[config.mk]
export PLATFORM = sky130hd
export DESIGN_NAME = testpattern_gen
export DESIGN_NICKNAME = d
export VERILOG_FILES = /design/src/rtl/tpg_pkg.sv /design/src/rtl/tpg_box_mover.sv /design/src/rtl/testpattern_gen.sv
export SDC_FILE = /design/constraint.sdc
export NUM_CORES = 1
export LEC_CHECK = 0
export CELL_PAD_IN_SITES_DETAIL_PLACEMENT = 1
export CELL_PAD_IN_SITES_GLOBAL_PLACEMENT = 2
export CORE_ASPECT_RATIO = 0.8
export CORE_UTILIZATION = 35
export DETAILED_ROUTE_END_ITERATION = 7
export GPL_TIMING_DRIVEN = 0
export PLACE_DENSITY_LB_ADDON = 0.1
export SYNTH_ARGS = -nofsm -noshare
export SYNTH_HDL_FRONTEND = slang
export SYNTH_SLANG_ARGS = --single-unit
export TNS_END_PERCENT = 100
[constraint.sdc]
create_clock -name clk_dot -period 5.3 [get_ports clk_dot]
set_clock_uncertainty 0.1 [all_clocks]
set_input_delay 1.59 -clock clk_dot [delete_from_list [all_inputs] [get_ports clk_dot]]
set_output_delay 1.59 -clock clk_dot [all_outputs]
set_load 0.005 [all_outputs]
[src/rtl/tpg_pkg.sv]
// tpg_pkg: shared types and constants for the test-pattern generator.
//   pat_e        pattern encodings (bars, checker, gradient, bouncing box)
//   COL_*        12-bit RGB 4:4:4 colour constants
//   BAR_COLORS   colour table for the eight vertical bars, left to right
//   *_DEF        default visible-area dimensions
package tpg_pkg;

  typedef enum logic [1:0] {
    PAT_BARS  = 2'd0,
    PAT_CHECK = 2'd1,
    PAT_GRAD  = 2'd2,
    PAT_BOX   = 2'd3
  } pat_e;

  localparam int H_ACTIVE_DEF = 640;
  localparam int V_ACTIVE_DEF = 480;

  localparam logic [11:0] COL_BLACK  = 12'h000;
  localparam logic [11:0] COL_WHITE  = 12'hFFF;
  localparam logic [11:0] COL_BOX_FG = 12'hF80;
  localparam logic [11:0] COL_BOX_BG = 12'h008;

  localparam logic [11:0] BAR_COLORS [8] = '{
    12'hFFF, 12'hFF0, 12'h0FF, 12'h0F0, 12'hF0F, 12'hF00, 12'h00F, 12'h000
  };

endpackage

[src/rtl/tpg_box_mover.sv]
// tpg_box_mover: bouncing-box position and direction.
//   clk_i    pixel clock
//   reset_i  synchronous active-high reset (box to (0,0), moving +x/+y)
//   step_i   one-cycle pulse, moves the box one pixel diagonally
//   bx_o     box left column, 0 .. H_ACTIVE-BOX_SIZE
//   by_o     box top row,     0 .. V_ACTIVE-BOX_SIZE
module tpg_box_mover #(
  parameter int H_ACTIVE = 640,
  parameter int V_ACTIVE = 480,
  parameter int BOX_SIZE = 32
) (
  input  logic        clk_i,
  input  logic        reset_i,
  input  logic        step_i,
  output logic [10:0] bx_o,
  output logic [9:0]  by_o
);

  localparam logic [10:0] BX_MAX = 11'(H_ACTIVE - BOX_SIZE);
  localparam logic [9:0]  BY_MAX = 10'(V_ACTIVE - BOX_SIZE);

  logic [10:0] bx_q, bx_d;
  logic [9:0]  by_q, by_d;
  logic        dx_neg_q, dx_neg_d;
  logic        dy_neg_q, dy_neg_d;

  // On reaching a limit the direction flips and the same update already steps
  // back, so the position never sits on an edge for two frames.
  always_comb begin
    bx_d     = bx_q;
    by_d     = by_q;
    dx_neg_d = dx_neg_q;
    dy_neg_d = dy_neg_q;
    if (step_i) begin
      if (!dx_neg_q) begin
        if (bx_q == BX_MAX) begin
          dx_neg_d = 1'b1;
          bx_d     = bx_q - 11'd1;
        end else begin
          bx_d = bx_q + 11'd1;
        end
      end else begin
        if (bx_q == 11'd0) begin
          dx_neg_d = 1'b0;
          bx_d     = 11'd1;
        end else begin
          bx_d = bx_q - 11'd1;
        end
      end
      if (!dy_neg_q) begin
        if (by_q == BY_MAX) begin
          dy_neg_d = 1'b1;
          by_d     = by_q - 10'd1;
        end else begin
          by_d = by_q + 10'd1;
        end
      end else begin
        if (by_q == 10'd0) begin
          dy_neg_d = 1'b0;
          by_d     = 10'd1;
        end else begin
          by_d = by_q - 10'd1;
        end
      end
    end
  end

  always_ff @(posedge clk_i) begin
    if (reset_i) begin
      bx_q     <= '0;
      by_q     <= '0;
      dx_neg_q <= 1'b0;
      dy_neg_q <= 1'b0;
    end else begin
      bx_q     <= bx_d;
      by_q     <= by_d;
      dx_neg_q <= dx_neg_d;
      dy_neg_q <= dy_neg_d;
    end
  end

  assign bx_o = bx_q;
  assign by_o = by_q;

endmodule

[src/rtl/testpattern_gen.sv]
// testpattern_gen: pixel-colour source for the VGA core.
//   clk_dot     pixel clock
//   reset       synchronous active-high reset
//   x, y        current pixel column/row from the VGA core
//   vid_active  high in the visible region
//   btn_next    debounced asynchronous level; a rising edge selects the next pattern
//   color       registered RGB {r,g,b} 4:4:4, one cycle after x/y/vid_active
//   pattern_sel current pattern (0 bars, 1 checker, 2 gradient, 3 box)
//   frame_cnt   frames since reset, wrapping
// Build option TPG_AUTOCYCLE_EN: also advance the pattern every AUTO_FRAMES
// frames; a button advance restarts that count.
//
// Pattern FSM
//   state     | meaning
//   PAT_BARS  | eight vertical colour bars
//   PAT_CHECK | black/white checkerboard
//   PAT_GRAD  | x/y gradient, blue follows frame count
//   PAT_BOX   | bouncing orange box on dark blue
module testpattern_gen
  import tpg_pkg::*;
#(
  parameter int H_ACTIVE   = H_ACTIVE_DEF,
  parameter int V_ACTIVE   = V_ACTIVE_DEF,
  parameter int BOX_SIZE   = 32,
  parameter int CHECK_LOG2 = 5
`ifdef TPG_AUTOCYCLE_EN
  ,
  parameter int AUTO_FRAMES = 120
`endif
) (
  input  logic        clk_dot,
  input  logic        reset,
  input  logic [10:0] x,
  input  logic [9:0]  y,
  input  logic        vid_active,
  input  logic        btn_next,
  output logic [11:0] color,
  output logic [1:0]  pattern_sel,
  output logic [7:0]  frame_cnt
);

  localparam int BAR_W = H_ACTIVE / 8;

  logic        origin, frame_start;
  logic        prev_origin_q;
  logic        btn_s1_q, btn_s2_q, btn_d1_q, btn_rise;
  logic        pending_q;
  logic        btn_adv, advance;
  pat_e        pat_q;
  logic [7:0]  frame_cnt_q;
  logic [11:0] color_q, pix_d;
  logic [10:0] bx;
  logic [9:0]  by;
  logic        in_box;

  assign origin      = (x == 11'd0) && (y == 10'd0);
  assign frame_start = origin && !prev_origin_q;
  assign btn_rise    = btn_s2_q && !btn_d1_q;
  // A rising edge in the frame_start cycle itself counts for that frame.
  assign btn_adv     = frame_start && (pending_q || btn_rise);

`ifdef TPG_AUTOCYCLE_EN
  localparam int AW = $clog2(AUTO_FRAMES + 1);
  logic [AW-1:0] auto_cnt_q;
  logic          auto_hit;

  assign auto_hit = frame_start && (auto_cnt_q == AW'(AUTO_FRAMES - 1));
  assign advance  = btn_adv || auto_hit;

  always_ff @(posedge clk_dot) begin
    if (reset) begin
      auto_cnt_q <= '0;
    end else if (frame_start) begin
      auto_cnt_q <= advance ? '0 : auto_cnt_q + AW'(1);
    end
  end
`else
  assign advance = btn_adv;
`endif

  // Reset as "already at origin" so a reset released at (0,0) does not count a frame.
  always_ff @(posedge clk_dot) begin
    if (reset) begin
      prev_origin_q <= 1'b1;
      btn_s1_q      <= 1'b0;
      btn_s2_q      <= 1'b0;
      btn_d1_q      <= 1'b0;
      pending_q     <= 1'b0;
      frame_cnt_q   <= '0;
    end else begin
      prev_origin_q <= origin;
      btn_s1_q      <= btn_next;
      btn_s2_q      <= btn_s1_q;
      btn_d1_q      <= btn_s2_q;
      pending_q     <= frame_start ? 1'b0 : (pending_q || btn_rise);
      if (frame_start) frame_cnt_q <= frame_cnt_q + 8'd1;
    end
  end

  always_ff @(posedge clk_dot) begin
    if (reset) begin
      pat_q <= PAT_BARS;
    end else if (advance) begin
      case (pat_q)
        PAT_BARS:  pat_q <= PAT_CHECK;
        PAT_CHECK: pat_q <= PAT_GRAD;
        PAT_GRAD:  pat_q <= PAT_BOX;
        default:   pat_q <= PAT_BARS;
      endcase
    end
  end

  tpg_box_mover #(
    .H_ACTIVE (H_ACTIVE),
    .V_ACTIVE (V_ACTIVE),
    .BOX_SIZE (BOX_SIZE)
  ) u_box (
    .clk_i   (clk_dot),
    .reset_i (reset),
    .step_i  (frame_start),
    .bx_o    (bx),
    .by_o    (by)
  );

  assign in_box = (x >= bx) && (x < bx + 11'(BOX_SIZE)) &&
                  (y >= by) && (y < by + 10'(BOX_SIZE));

  always_comb begin
    pix_d = COL_BLACK;
    case (pat_q)
      PAT_BARS: begin
        for (int i = 0; i < 8; i++) begin
          if (x >= 11'(i * BAR_W)) pix_d = BAR_COLORS[i];
        end
        if (x >= 11'(8 * BAR_W)) pix_d = COL_BLACK;
      end
      PAT_CHECK: pix_d = (x[CHECK_LOG2] ^ y[CHECK_LOG2]) ? COL_WHITE : COL_BLACK;
      PAT_GRAD:  pix_d = {x[9:6], y[8:5], frame_cnt_q[5:2]};
      default:   pix_d = in_box ? COL_BOX_FG : COL_BOX_BG;
    endcase
  end

  always_ff @(posedge clk_dot) begin
    if (reset) color_q <= COL_BLACK;
    else       color_q <= vid_active ? pix_d : COL_BLACK;
  end

  assign color       = color_q;
  assign pattern_sel = pat_q;
  assign frame_cnt   = frame_cnt_q;

endmodule

Word level (Yosys, flattened, before mapping) --
Cells that the tools add are included.
Operators by class: shifts and indexed selects 0, div/mod/pow operators 0, $lt $le $gt $ge 13, reduce and logical (&&, ||, !) cells 17, equal/unequal tests 4, multipliers 0, multiplexer cells 25, $add $sub $neg 7, bitwise logic cells 2
Operators by type and width (count):
- $mux 12 | 11
- $pmux 12 s3 | 1
- $ge 11x9->1 const B | 3
- $mux 11 | 3
- $mux 10 | 3
- $ge 11x10->1 const B | 2
- $ge 11x8->1 const B | 2
- $logic_not 11->1 | 2
- $logic_not 10->1 | 2
- $add 11x1->11 const B | 1
- $add 11x6->11 const B | 1
- $eq 11x10->1 const B | 1
- $ge 11x1->1 const B | 1
- $ge 11x11->1 | 1
- $ge 11x7->1 const B | 1
- $lt 11x11->1 | 1
- $sub 11x1->11 const B | 1
- $add 10x1->10 const B | 1
- $add 10x6->10 const B | 1
- $eq 10x9->1 const B | 1
- $ge 10x10->1 | 1
- $lt 10x10->1 | 1
- $sub 10x1->10 const B | 1
- $add 8x1->8 const B | 1
- 11 further kinds | 24
Word-level totals: memories 0, input bits 25, bits in writable memories 0, register bits 50, bits in latches 0, memory bits (read-only) 0, output and inout bits 22, word-level logic and storage cells 80

Depth between registers and ports, before layout --
depth in word-level cells 11, mapped depth 10, mapped depth without buffers 9

By module --
Synthesis repeated with hierarchy kept, for this count alone.
Unflattened totals: cell total of the unflattened synthesis 534, area, all modules 4152.7 um^2
Modules (own cells, without submodules):
- testpattern_gen | cells an instance 266, area each 2180.8 um^2, instances 1
- tpg_box_mover | cells an instance 268, area each 1971.9 um^2, instances 1

Worst setup path before layout --
No wires, ideal clock.
path type in2reg, start in x[7], end reg u_box.bx_q[3] (netlist: u_box.bx_o[3]), stages on the path 7, setup time 74 ps, data required time 5126 ps, data arrival time 3280 ps, setup slack 1846 ps, path buffers 2, cell sequence buf_2 > nor4_4 > nand4_2 > or3_1 > clkbuf_1 > or4_1 > a31oi_1
On the way: cells in the longest elaborated chain, start to end 3
RTL lines:
- start: declaration | RTL line testpattern_gen.sv:33 | input logic [10:0] x,
- $logic_not 11->1 | RTL line testpattern_gen.sv:56 | assign origin = (x == 11'd0) && (y == 10'd0);
- $logic_and 1x1->1 | RTL line testpattern_gen.sv:56
- $logic_and 1x1->1 | RTL line testpattern_gen.sv:57 | assign frame_start = origin && !prev_origin_q;
- end signal: assignment | RTL line tpg_box_mover.sv:70 | bx_q <= '0;
- end signal: assignment | RTL line tpg_box_mover.sv:75 | bx_q <= bx_d;
- end: declaration | RTL line tpg_box_mover.sv:22 | logic [10:0] bx_q, bx_d;
No other way between the ends. A chain may end at the register's enable or synchronous reset.

Worst setup path in the final report --
start in x[0], end reg u_box.by_q[4] (netlist: u_box.by_o[4])
On the way: cells in the longest elaborated chain, start to end 3
RTL lines:
- $logic_not 11->1 | RTL line testpattern_gen.sv:56
- $logic_and 1x1->1 | RTL line testpattern_gen.sv:56
- $logic_and 1x1->1 | RTL line testpattern_gen.sv:57
- end signal: assignment | RTL line tpg_box_mover.sv:76 | by_q <= by_d;
- end: declaration | RTL line tpg_box_mover.sv:23 | logic [9:0] by_q, by_d;
No other way between the ends.

==> impl_metrics.ini <==
[outcome]
status = complete, no violations

[finish]
fin_util_pct = 44.3
nets = 620
design_area_sq_um = 4610
antenna_cells = 0
layout-drive-gt1-share_pct = 2.73
area_growth_pct = 21.2

[worst_setup_path]
critPathRequiredTime_ns = 5.36
cp-start-kind = input port
path_cells = clkdlybuf4s50_1 > nor4_1 > nand4_2 > nor3_2 > clkbuf_1 > o21ai_0 > o21ai_0 > a21oi_1
crit_path_max_incr_delay_ns = 0.67
crit_fanout = 10
cp_slowest_cell = nor4_1
endpoint_kind = register
cp.arrival_ns = 4.61
critPathMostFrequentCell = o21ai_0
cp_top_family = simple AND/OR/NAND/NOR gates
critical_path_class = input port to register
cp_num_buf_inv = 2

[clock_tree]
cts_sinks = 50
cts_setup_buffers = 0
clkSlewWorstSetupHoldPaths_ns = 0.08
clockRootBuffer = clkbuf_16
cts_made_buffers = 5
postCtsResizedCells = 0
cts_tree = done
cts_max_level = 2
cts-hold-fix-buffers = 0
clock_latency_ns = 0.30
clockBufferDepth = 2

[routing]
drtPass1Iterations = 4
routed.top_layer = met4
num_vias = 3932
wl_met1_um = 6650
drc = 0
wl_met3_um = 547
vias_per_cell = 5.70
wl_per_cell_um = 18.8
route.met2.wl_um = 5700
wl_um = 13000
drt-initial-drc-count = 177
antenna_left = 0

[floorplan]
start_util_pct = 36.6
die_w_um = 119
placementRows = 33
ios = 47
coreArea_sq_um = 10400
die_h_um = 95.2
die-area_sq_um = 11300

[global_routing]
grt_pass1_vias = 3799
grt_overflow = 0
gr-usage-all-layers_pct = 23.9
grt_max_degree = 18
grt_pass1_wl_um = 20800
antenna_found_initial = 0

[logic_synthesis]
yosysTopAreaCell = dfxtp_1
yosysMostFrequentCell = a21oi_1
async_flop_share_pct = 0
synth_nets = 567
synth_area_leaders = dfxtp_1 26%, ha_1 15%, a21oi_1 6.7%
syn_area_sq_um = 3800
ys_top_cells_by_count = 51 x a21oi_1, 50 x dfxtp_1, 46 x ha_1
synthDominantCellAreaShare_pct = 26.3
ys_ff_latch = 50
postSynthCellCount = 496
yosys_warnings = 0
avgSynthCellArea_sq_um = 7.67
synthFlopType = dfxtp_1
seq_area_frac_synth_pct = 26.3
synth_edf_count = 0
synth_cell_types = 57

[power]
peakVddDrop_mv = 0.111
power.total_w = 0.000873
p_leak_nw = 1.55
powerDensity_nw_per_um2 = 189

[sta]
rsz0062_at_grt = false
setup_viol = 0
slew_headroom_pct = 12.8
layout_min_cycle_time_ns = 4.55
worstMarginPinSlew_ns = 1.29
period_share_pct = 85.9
setup_tns_ns = 0
finalHoldViolations = 0
max_freq_ghz = 0.220
slew_viol_final = 0

[min_path]
holdCritPathClass = register to register

[placed_design]
post-dp-hpwl_um = 10100
place_area_sq_um = 4440
place_congestion = 0.836
io_buffer_count = 46

[job]
maxCapViolCount = 0
==> final cells by class <==
| type | count | area, sq um |
|---|---|---|
| clock buffer | 5 | 125 |
| multi-input combinational | 387 | 2580 |
| tap | 140 | 175 |
| buffer | 27 | 105 |
| timing repair buffer | 46 | 460 |
| clock inverter | 3 | 47.5 |
| sequential | 50 | 1000 |
| inverter | 32 | 120 |
| fill | 1318 | 5790 |
==> registers in the layout, indices dropped and copies added (netlist names) <==
name            count
u_box.bx_o         11
pattern_sel         2
btn_s2_q            1
btn_d1_q            1
btn_s1_q            1
color              12
prev_origin_q       1
u_box.dx_neg_q      1
u_box.by_o         10
pending_q           1
frame_cnt           8
u_box.dy_neg_q      1
==> final timing paths <==
kind                                            startpoint                         end  slack (ns)  depth (start not counted)
worst min-delay path                   btn_s2_q$_SDFF_PP0_         btn_d1_q$_SDFF_PP0_        0.36                          1
worst max register to register  u_box.bx_o[5]$_SDFFE_PP0P_         color[3]$_SDFF_PP0_        2.14                         10
worst min register to register         btn_s2_q$_SDFF_PP0_         btn_d1_q$_SDFF_PP0_        0.36                          1
worst max-delay path                                  x[0]  u_box.by_o[4]$_SDFFE_PP0P_        0.75                          8
==> placed cells by master, fill, tap and decap left out, types with 4 or more instances in the layout <==
| cell type | count |
|---|---|
| a31oi_1 | 8 |
| nand2_1 | 43 |
| nand2b_1 | 5 |
| nor3_1 | 18 |
| a21oi_1 | 51 |
| nand3_1 | 19 |
| nor4_1 | 7 |
| a21o_1 | 7 |
| xnor2_1 | 11 |
| or3_1 | 9 |
| clkdlybuf4s50_1 | 46 |
| nand4_1 | 10 |
| o21ai_0 | 25 |
| nor2_1 | 39 |
| inv_1 | 32 |
| xor2_1 | 5 |
| o211ai_1 | 4 |
| o311ai_0 | 4 |
| clkbuf_16 | 5 |
| nor2b_1 | 7 |
| and3_1 | 4 |
| dfxtp_1 | 50 |
| clkbuf_1 | 24 |
| a211oi_1 | 8 |
| or4_1 | 4 |
| o31ai_1 | 4 |
| ha_1 | 46 |
==> through the flow <==
stage               hold WS (ns)  setup WS (ns)  instances
finish                     0.358          0.748        690
global route               0.386          0.553        690
CTS                        0.360          0.744        690
detailed placement         0.357          0.435        682
global placement           0.351          0.477        682
floorplan                  0.314           1.85        496
==> per-layer routing <==
layer  vias up  track usage [%]
met1      1908             33.8
met5         -                0
met3         7             3.11
met4         0             3.16
met2        98             39.6
li1       1919                -
==> logic make-up after synthesis <==
| kind of cell | count (synthesis) | share of synthesized area (%) |
|---|---|---|
| and+or+nand+nor | 180 | 24.3 |
| AOI/OAI and AO/OA | 141 | 23.6 |
| buffers and inverters | 59 | 5.92 |
| DFF | 50 | 26.3 |
| adders and majority gates | 47 | 15.4 |
| xor gates and xnor gates | 16 | 3.68 |
| muxes | 3 | 0.790 |
==> power breakdown <==
group | internal, W | switching, W
logic | 0.0000465 | 0.0000559
registers | 0.000380 | 0.00000147
clock network | 0.000227 | 0.000163
==> worst reg2reg max path, stage by stage, from the launching register on <==
cell	delay (ns)
dfxtp_1	0.39
clkbuf_1	0.37
nand3_1	0.20
nor2_1	0.16
xnor2_1	0.15
ha_1	0.29
a221oi_1	0.28
nand4_1	0.12
a221oi_1	0.22
o311ai_0	0.45
and3b_1	0.34
Power figures use the tool's default switching activity.
